[config.mk]
export PLATFORM = sky130hd
export DESIGN_NAME = alu_sched
export DESIGN_NICKNAME = d
export VERILOG_FILES = /design/src/rtl/alu_sched.sv
export SDC_FILE = /design/constraint.sdc
export NUM_CORES = 1
export LEC_CHECK = 0
export CORE_UTILIZATION = 43
export CTS_BUF_LIST = sky130_fd_sc_hd__clkbuf_4
export DETAILED_ROUTE_END_ITERATION = 8
export HOLD_SLACK_MARGIN = 0.03
export PLACE_DENSITY = 0.86
export SYNTH_ARGS = -nofsm -noshare
export SYNTH_HDL_FRONTEND = slang
export SYNTH_SLANG_ARGS = --single-unit
[constraint.sdc]
create_clock -name clk_i -period 2.6 [get_ports clk_i]
set_clock_uncertainty 0.2 [all_clocks]
set_input_delay 0.52 -clock clk_i [delete_from_list [all_inputs] [get_ports clk_i]]
set_output_delay 0.52 -clock clk_i [all_outputs]
set_load 0.02 [all_outputs]
[src/rtl/alu_sched.sv]
// rtl/alu_sched.sv - two-requester round-robin scheduler for one shared ALU
// Optional MUL support is enabled by defining ALU_SCHED_MUL_EN.
module alu_sched #(
  parameter int MUL_LAT = 3
) (
  input  logic        clk_i,
  input  logic        rst_i,
  input  logic        req0_valid_i,
  input  logic        req1_valid_i,
  output logic        req0_ready_o,
  output logic        req1_ready_o,
  input  logic [31:0] req0_src1_i,
  input  logic [31:0] req0_src2_i,
  input  logic [31:0] req1_src1_i,
  input  logic [31:0] req1_src2_i,
  input  logic [2:0]  req0_ctr_i,
  input  logic [2:0]  req1_ctr_i,
  output logic [31:0] alu_src1_o,
  output logic [31:0] alu_src2_o,
  output logic [2:0]  alu_ctr_o,
  input  logic [31:0] alu_res_i,
  output logic        rsp_valid_o,
  input  logic        rsp_ready_i,
  output logic        rsp_id_o,
  output logic [31:0] rsp_res_o,
  output logic        rsp_err_o,
  output logic        busy_o
);

`ifdef ALU_SCHED_MUL_EN
  localparam bit MulEn = 1'b1;
`else
  localparam bit MulEn = 1'b0;
`endif
  localparam logic [2:0] OpMul = 3'b101;

  typedef enum logic [1:0] {IDLE, EXEC, RESP} state_t;

  state_t      state_q, state_d;
  logic [2:0]  cnt_q, cnt_d;
  logic        rr_q, rr_d;
  logic [31:0] src1_q, src1_d, src2_q, src2_d, res_q, res_d;
  logic [2:0]  ctr_q, ctr_d;
  logic        id_q, id_d;
  logic        mul_err_q, mul_err_d;
  logic        err_q, err_d;
  logic        grant0, grant1, gid;
  logic [2:0]  ctr_in;
  logic        is_mul;

  always_comb begin
    state_d   = state_q;
    cnt_d     = cnt_q;
    rr_d      = rr_q;
    src1_d    = src1_q;
    src2_d    = src2_q;
    ctr_d     = ctr_q;
    id_d      = id_q;
    mul_err_d = mul_err_q;
    res_d     = res_q;
    err_d     = err_q;
    grant0    = 1'b0;
    grant1    = 1'b0;
    gid       = 1'b0;
    ctr_in    = 3'b000;
    is_mul    = 1'b0;
    case (state_q)
      IDLE: begin
        if (req0_valid_i || req1_valid_i) begin
          // rr_q remembers the last winner; a tie goes to the other requester
          gid       = (req0_valid_i && req1_valid_i) ? ~rr_q : req1_valid_i;
          grant0    = ~gid;
          grant1    = gid;
          ctr_in    = gid ? req1_ctr_i : req0_ctr_i;
          is_mul    = (ctr_in == OpMul);
          src1_d    = gid ? req1_src1_i : req0_src1_i;
          src2_d    = gid ? req1_src2_i : req0_src2_i;
          mul_err_d = is_mul && !MulEn;
          ctr_d     = (is_mul && !MulEn) ? 3'b000 : ctr_in;
          cnt_d     = (is_mul && MulEn) ? 3'(MUL_LAT - 1) : 3'd0;
          id_d      = gid;
          rr_d      = gid;
          state_d   = EXEC;
        end
      end
      EXEC: begin
        if (cnt_q == 3'd0) begin
          res_d   = mul_err_q ? 32'd0 : alu_res_i;
          err_d   = mul_err_q;
          state_d = RESP;
        end else begin
          cnt_d = cnt_q - 3'd1;
        end
      end
      RESP: begin
        if (rsp_ready_i) state_d = IDLE;
      end
      default: state_d = IDLE;
    endcase
  end

  always_ff @(posedge clk_i or negedge rst_i) begin
    if (!rst_i) begin
      state_q   <= IDLE;
      cnt_q     <= 3'd0;
      rr_q      <= 1'b1;
      src1_q    <= 32'd0;
      src2_q    <= 32'd0;
      ctr_q     <= 3'b000;
      id_q      <= 1'b0;
      mul_err_q <= 1'b0;
      res_q     <= 32'd0;
      err_q     <= 1'b0;
    end else begin
      state_q   <= state_d;
      cnt_q     <= cnt_d;
      rr_q      <= rr_d;
      src1_q    <= src1_d;
      src2_q    <= src2_d;
      ctr_q     <= ctr_d;
      id_q      <= id_d;
      mul_err_q <= mul_err_d;
      res_q     <= res_d;
      err_q     <= err_d;
    end
  end

  // ready is combinational, so it must also be masked while reset is held
  assign req0_ready_o = grant0 & rst_i;
  assign req1_ready_o = grant1 & rst_i;
  assign alu_src1_o   = src1_q;
  assign alu_src2_o   = src2_q;
  assign alu_ctr_o    = ctr_q;
  assign rsp_valid_o  = (state_q == RESP);
  assign rsp_id_o     = id_q;
  assign rsp_res_o    = res_q;
  assign rsp_err_o    = err_q;
  assign busy_o       = (state_q != IDLE);

endmodule

==> results of run 1 <==
synthesized netlist by cell type (6+ instances only):
cell and number:
dfrtp_1 107, a21oi_1 29, buf_6 6, a31oi_1 29, nand2b_1 39, and3_1 41, o21ai_0 29, buf_4 8
a221o_1 39, nand2_1 86, buf_2 15, clkbuf_1 15
routing by layer:
layer,track usage (%),vias to the layer above,wire [um]
li1,-,2230,-
met1,31.91,2266,5916
met2,46.29,239,7846
met3,5.918,40,1347
met4,12.74,0,534
met5,0,-,0
per-stage QoR:
stage | setup WS, ns | hold slack (ns) | TNS [ns] | util [%] | cell area, um2
after floorplan | 0.4877 | 0.02441 | 0 | - | 4888
after global placement | -0.06214 | 0.2599 | -0.06214 | 70.50 | 7710
after detailed placement | -0.07739 | 0.2708 | -0.07739 | 70.50 | 7710
after CTS | 0.01157 | 0.2955 | 0 | 72.44 | 7921
after global routing | 0.009535 | 0.3178 | 0 | 72.40 | 7918
final | 0.1283 | 0.2887 | 0 | 72.40 | 7918
worst max path at each step:
stage                 start            to  slack (ns)  depth (start not counted)
5_1_grt          state_q[0]   rsp_valid_o        0.01                          3
3_3_place_gp   req1_valid_i  req0_ready_o       -0.06                          5
3_5_place_dp   req1_valid_i  req0_ready_o       -0.08                          5
4_1_cts                rr_q  req0_ready_o        0.01                          4
2_1_floorplan  req1_valid_i  req1_ready_o        0.49                          4
6_report         state_q[0]   rsp_valid_o        0.13                          3
report_power, final:
| part | total [mW] | switching (mW) | internal [mW] |
|---|---|---|---|
| clock | 0.816 | 0.520 | 0.296 |
| sequential | 2.97 | 0.511 | 2.45 |
| combinational | 5.03 | 2.54 | 2.48 |
kinds of logic after synthesis:
family	count (synthesis)	synth area share, %
DFF	108	55.31
AOI/OAI and AO/OA	136	19.15
buffers and inverters	48	5.605
and+or+nand+nor	181	18.79
muxes	3	0.6399
adders and majority gates	2	0.5118
area by class of cell:
class	count	area (um2)
fill	789	3018
timing repair buffer	296	2964
sequential	108	2705
multi-input combinational	322	1928
tap	140	175.2
clock buffer	10	75.07
clock inverter	6	55.05
inverter	4	15.01
repair_timing:
item	in CTS	in global routing
hold buffers	1	0
endpoints found under the setup margin	2	1
pin swaps	1	0
gates resized for setup	3	2
endpoints found under the hold margin	33	0
gates cloned	2	0
buffers inserted	1	0
sequential cells by signal (all words and copies together), names as in the netlist:
signal      cells
alu_src1_o     32
alu_src2_o     32
rsp_res_o      32
alu_ctr_o       3
cnt_q           3
state_q         2
mul_err_q       1
rr_q            1
rsp_err_o       1
rsp_id_o        1
==> impl_metrics.ini, run 1 <==
[status]
status = completed

[placement]
detailedPlacementHpwl_um = 11030
place_congestion = 0.8161
io_buffer_count = 275
placed_instances = 866

[timing]
worst_pin_slew_ns = 0.7871
final_max_slew_viol_count = 0
max_clk_rate_mhz = 404.6
worst_slew_margin_rel_pct = 47.52
finalCriticalPeriod_ns = 2.472
final_hold_viol_count = 0
final.period_utilization_pct = 95.07
setup_viol_count_final = 0
rsz0062_at_grt = no

[synthesis]
syn_avg_cell_area_um2 = 10.23
ys_top_cells_by_area = dfrtp_1 (55%), a221o_1 (8.0%), nand2_1 (6.6%)
netlist_instances = 478
synth_fp_nets = 651
yosysWarnings = 0
synth-edff-count = 0
synth_area_um2 = 4888
ys_dominant_reg_cell = dfrtp_1
flip_flop_and_latch_count_after_synthesis = 108
yosys_top_cell_by_area = dfrtp_1
yosys.area.top_type_share_pct = 54.77
asyncSetResetFlopFracSynth_pct = 100.0
number_of_library_cell_types_mapped_by_synthesis = 32
synth-seq-area-share_pct = 55.31

[critical_path]
worstSetupStartpointType = flip-flop
cp.required_ns = 1.88
r2r-start = cnt_q[0]
path_buf_inv = 2
r2r_setup_slack_ns = 0.66
type_of_destination_of_the_critical_path = output port
critical_path.max_fanout = 5
criticalPathCategory = reg2out
number_of_cells_on_the_worst_reg_to_reg_path = 5
timing.critical_path.cells = nand2b_1, inv_1, clkdlybuf4s50_1
delay_of_the_slowest_cell_on_the_worst_path_ns = 0.62
arrival_ns = 1.75
cpMaxStageDelayCell = clkdlybuf4s50_1
cpLargestDelayFamily = buffers and inverters
worst_r2r_endpoint = rsp_err_o

[die]
boundaryPins = 276
start_util_pct = 44.70
core_area_um2 = 10940
dieArea_um2 = 11800
die_x_um = 108.6
std_cell_rows = 38
die_ht_um = 108.6

[min_path]
worst_hold_startpoint = cnt_q[0]
worst_hold_path.endpoint = cnt_q[0]
holdCritPathClass = reg2reg
whs_path_depth = 1

[pwr]
fin_total_pwr_mw = 8.808
leakage_power_of_the_design_nw = 3.467
power_per_cell_area_nw_per_um2 = 1112
ir_drop_mv = 0.5940

[global_routing]
via_count_of_the_first_global_routing_pass = 4811
initial_antenna_violation_count = 0
leftover_overflow_at_the_end_of_global_routing = 0
grt_util_all_layers_pct = 26.89
grt_max_degree = 67
global_route_wire_length_before_repair_um = 24050

[route]
vias = 4775
post_drt_wl_per_cell_um = 17.66
drt-pass1-iter-count = 5
finalWirelength_um = 15640
drt.antenna.violating_nets = 0
vias_per_cell = 5.389
first_iter_violations = 326
route.detailed.drc = 0

[clock_tree]
clk-insertion-delay-late_ns = 0.43
tritoncts = yes
cts_sinks = 108
number_of_levels_the_h_tree_was_split_into = 3
numCtsBuffers = 9
cts-root-to-sink-buffers = 2
clk_root_buffer_cell = clkbuf_4
path_clk_slew_ns = 0.16

[finish]
most-common-layout-cells = clkdlybuf4s50_1 (271), dfrtp_1 (106), nand2_1 (86), and3_1 (41)
layout.nets = 914
mostFrequentLayoutCell = clkdlybuf4s50_1
num_antenna_cells = 0
layout.cells.non_filler = 886
drive_gt1_share_pct = 6.032
area.growth.synth_to_final_pct = 61.97

[run]
drv_cap = 0
Note: power is estimated with default switching activity, not from simulation.
==> inputs of run 2 (changes only) <==
--- a/config.mk
+++ b/config.mk
@@ -5,7 +5,8 @@
 export SDC_FILE = /design/constraint.sdc
 export NUM_CORES = 1
 export LEC_CHECK = 0
-export CORE_UTILIZATION = 43
+export ABC_AREA = 1
+export CORE_UTILIZATION = 42
 export CTS_BUF_LIST = sky130_fd_sc_hd__clkbuf_4
 export DETAILED_ROUTE_END_ITERATION = 8
 export HOLD_SLACK_MARGIN = 0.03
==> run 2 against run 1 <==
Effect of this change:
- synthesized area shrank 5.1%
- clock power rose by 29%
- critical endpoint is now req0_ready_o
- highest routed layer unchanged
- largest cell class unchanged
- via count grew 0.38%
- combinational power down 2%
==> impl_metrics.ini, run 2 <==
[finish]
final_core_util_pct = 71.31
area.growth.synth_to_final_pct = 65.93
layout.cells.non_filler = 973
regArea_um2 = 2704
layout.filler_cells = 777
mostFrequentLayoutCell = clkdlybuf4s50_1
most-common-layout-cells = clkdlybuf4s50_1 (271), nand2_1 (263), dfrtp_1 (107), o21ai_0 (47), nand3_1 (44)
drive_gt1_share_pct = 4.922
num_antenna_cells = 0
area_of_combinational_cells_with_multiple_inputs_um2 = 1729
layout.nets = 1001

[timing]
worst_pin_slew_ns = 0.9088
final.period_utilization_pct = 96.65
rsz0062_at_grt = no
setup_viol_count_final = 0
finalCriticalPeriod_ns = 2.513
worst_slew_margin_rel_pct = 39.27
setup_slack_ns = 0.08708
final_hold_viol_count = 0
max_clk_rate_mhz = 397.9
setup_total_negative_slack_ns = 0
final_max_slew_viol_count = 0

[synthesis]
post_synth_most_frequent_cells = nand2_1 (263), dfrtp_1 (107), o21ai_0 (47)
yosys.area.top_type_share_pct = 57.73
yosysWarnings = 0
flip_flop_and_latch_count_after_synthesis = 108
ys_top_cells_by_area = dfrtp_1 (58%), nand2_1 (21%), o21ai_0 (5.1%)
synth-seq-area-share_pct = 58.30
synth-edff-count = 0
asyncSetResetFlopFracSynth_pct = 100.0
synth_area_um2 = 4638
syn_avg_cell_area_um2 = 8.312
yosys.cell_count.top_type = nand2_1
synth_fp_nets = 731
yosys_top_cell_by_area = dfrtp_1
ys_dominant_reg_cell = dfrtp_1
number_of_library_cell_types_mapped_by_synthesis = 23
netlist_instances = 558

[route]
vias_per_cell = 4.926
vias = 4793
first_iter_violations = 393
drt.antenna.violating_nets = 0
post_drt_wl_per_cell_um = 14.84
finalWirelength_um = 14440
drt-pass1-iter-count = 5
route.detailed.drc = 0

[critical_path]
worst-path-stages = 5
critical_path.max_fanout = 2
r2r-start = rr_q
arrival_ns = 1.79
cpMaxStageDelayCell = dlygate4sd3_1
number_of_cells_on_the_worst_reg_to_reg_path = 7
worst_r2r_endpoint = alu_src2_o[15]
r2r_setup_slack_ns = 0.36
criticalPathCategory = in2out
type_of_destination_of_the_critical_path = output port
path_buf_inv = 4
crit_start = rst_i
cpLargestDelayFamily = buffers and inverters
cp.required_ns = 1.88
timing.critical_path.cells = dlygate4sd3_1, buf_4, inv_1, nor3_1, clkdlybuf4s15_1
delay_of_the_slowest_cell_on_the_worst_path_ns = 0.56
worstSetupStartpointType = input port
cp-endpoint = req0_ready_o

[die]
start_util_pct = 42.97
boundaryPins = 276
std_cell_rows = 38
core_area_um2 = 10790
die_ht_um = 107.1
die_x_um = 107.1
dieArea_um2 = 11470

[clock_tree]
cts_sinks = 108
numCtsBuffers = 9
number_of_levels_the_h_tree_was_split_into = 3
clk-insertion-delay-late_ns = 0.47
clk_root_buffer_cell = clkbuf_4
path_clk_slew_ns = 0.17
cts-root-to-sink-buffers = 2
tritoncts = yes

[global_routing]
grt_max_degree = 61
grt_util_all_layers_pct = 25.44
initial_antenna_violation_count = 0
global_route_wire_length_before_repair_um = 22650
via_count_of_the_first_global_routing_pass = 4806
leftover_overflow_at_the_end_of_global_routing = 0

[placement]
placed_instances = 956
place_worst_setup_slack_ns = -0.2007
io_buffer_count = 275
place_congestion = 0.7960
detailedPlacementHpwl_um = 10680

[run]
drv_cap = 0

[pwr]
power_per_cell_area_nw_per_um2 = 1163
leakage_power_of_the_design_nw = 3.519
ir_drop_mv = 0.6632

[status]
status = completed

[min_path]
holdCritPathClass = reg2reg
-- run 2: worst min path at each step --
stage	cells past startpoint	slack (ns)	startpoint	endpoint
3_3_place_gp	2	0.26	rsp_res_o[21]	rsp_res_o[21]
4_1_cts	2	0.30	rr_q	rr_q
2_1_floorplan	0	0.02	rst_i	alu_ctr_o[0]
5_1_grt	2	0.33	rr_q	rr_q
6_report	2	0.30	rr_q	rr_q
3_5_place_dp	2	0.27	rsp_res_o[18]	rsp_res_o[18]
-- run 2: what timing repair did --
action,in CTS,in global routing
hold endpoints to repair,48,0
hold buffers,1,0
resized for setup,3,4
setup buffers,0,0
setup endpoints to repair,2,3
-- run 2: per-stage QoR --
stage                     instance area (um2)  power, mW  hold slack [ns]
after floorplan                          4638      5.575          0.02441
after global placement                   7492      7.774           0.2635
after detailed placement                 7492      7.943           0.2657
after CTS                                7692      9.018           0.2972
after global routing                     7696      9.551           0.3254
final                                    7696      8.952           0.2952
-- run 2: cell families (layout without fill, tap and decap cells) --
| family | after synthesis | after routing | share of synthesized area (%) |
|---|---|---|---|
| and+or+nand+nor | 347 | 347 | 29.92 |
| DFF | 108 | 108 | 58.30 |
| AOI/OAI and AO/OA | 59 | 59 | 6.663 |
| buffers and inverters | 42 | 317 | 4.586 |
| adders and majority gates | 2 | 2 | 0.5394 |
-- run 2: worst register-to-register path, stage by stage, from the launching register on --
cell and delay (ns):
dfstp_2 0.57, nand2_2 0.06, nand2_2 0.10, inv_2 0.04, buf_4 0.21, nor2_4 0.73, nand2_1 0.13, nand3_1 0.13
-- run 2: routing by layer --
| metal | track usage (%) | vias up | wire [um] |
|---|---|---|---|
| met2 | 43.64 | 236 | 7163 |
| li1 | - | 2296 | - |
| met5 | 0 | - | 0 |
| met4 | 12.92 | 0 | 643 |
| met1 | 28.96 | 2209 | 5429 |
| met3 | 7.112 | 52 | 1206 |
-- run 2: cell type report --
class | instances | share of cell area, %
Tap cell | 140 | 2.276
Inverter | 13 | 0.6340
Multi-Input combinational cell | 408 | 22.47
Clock buffer | 9 | 0.8779
Sequential cell | 108 | 35.13
Clock inverter | 7 | 1.609
Timing Repair Buffer | 288 | 37.00
-- run 2: power breakdown --
part / switching [mW] / internal (mW) / total (mW)
Combinational: 2.74 / 2.18 / 4.92
Sequential: 0.464 / 2.51 / 2.97
Clock: 0.561 / 0.493 / 1.05
Total: 3.77 / 5.19 / 8.95
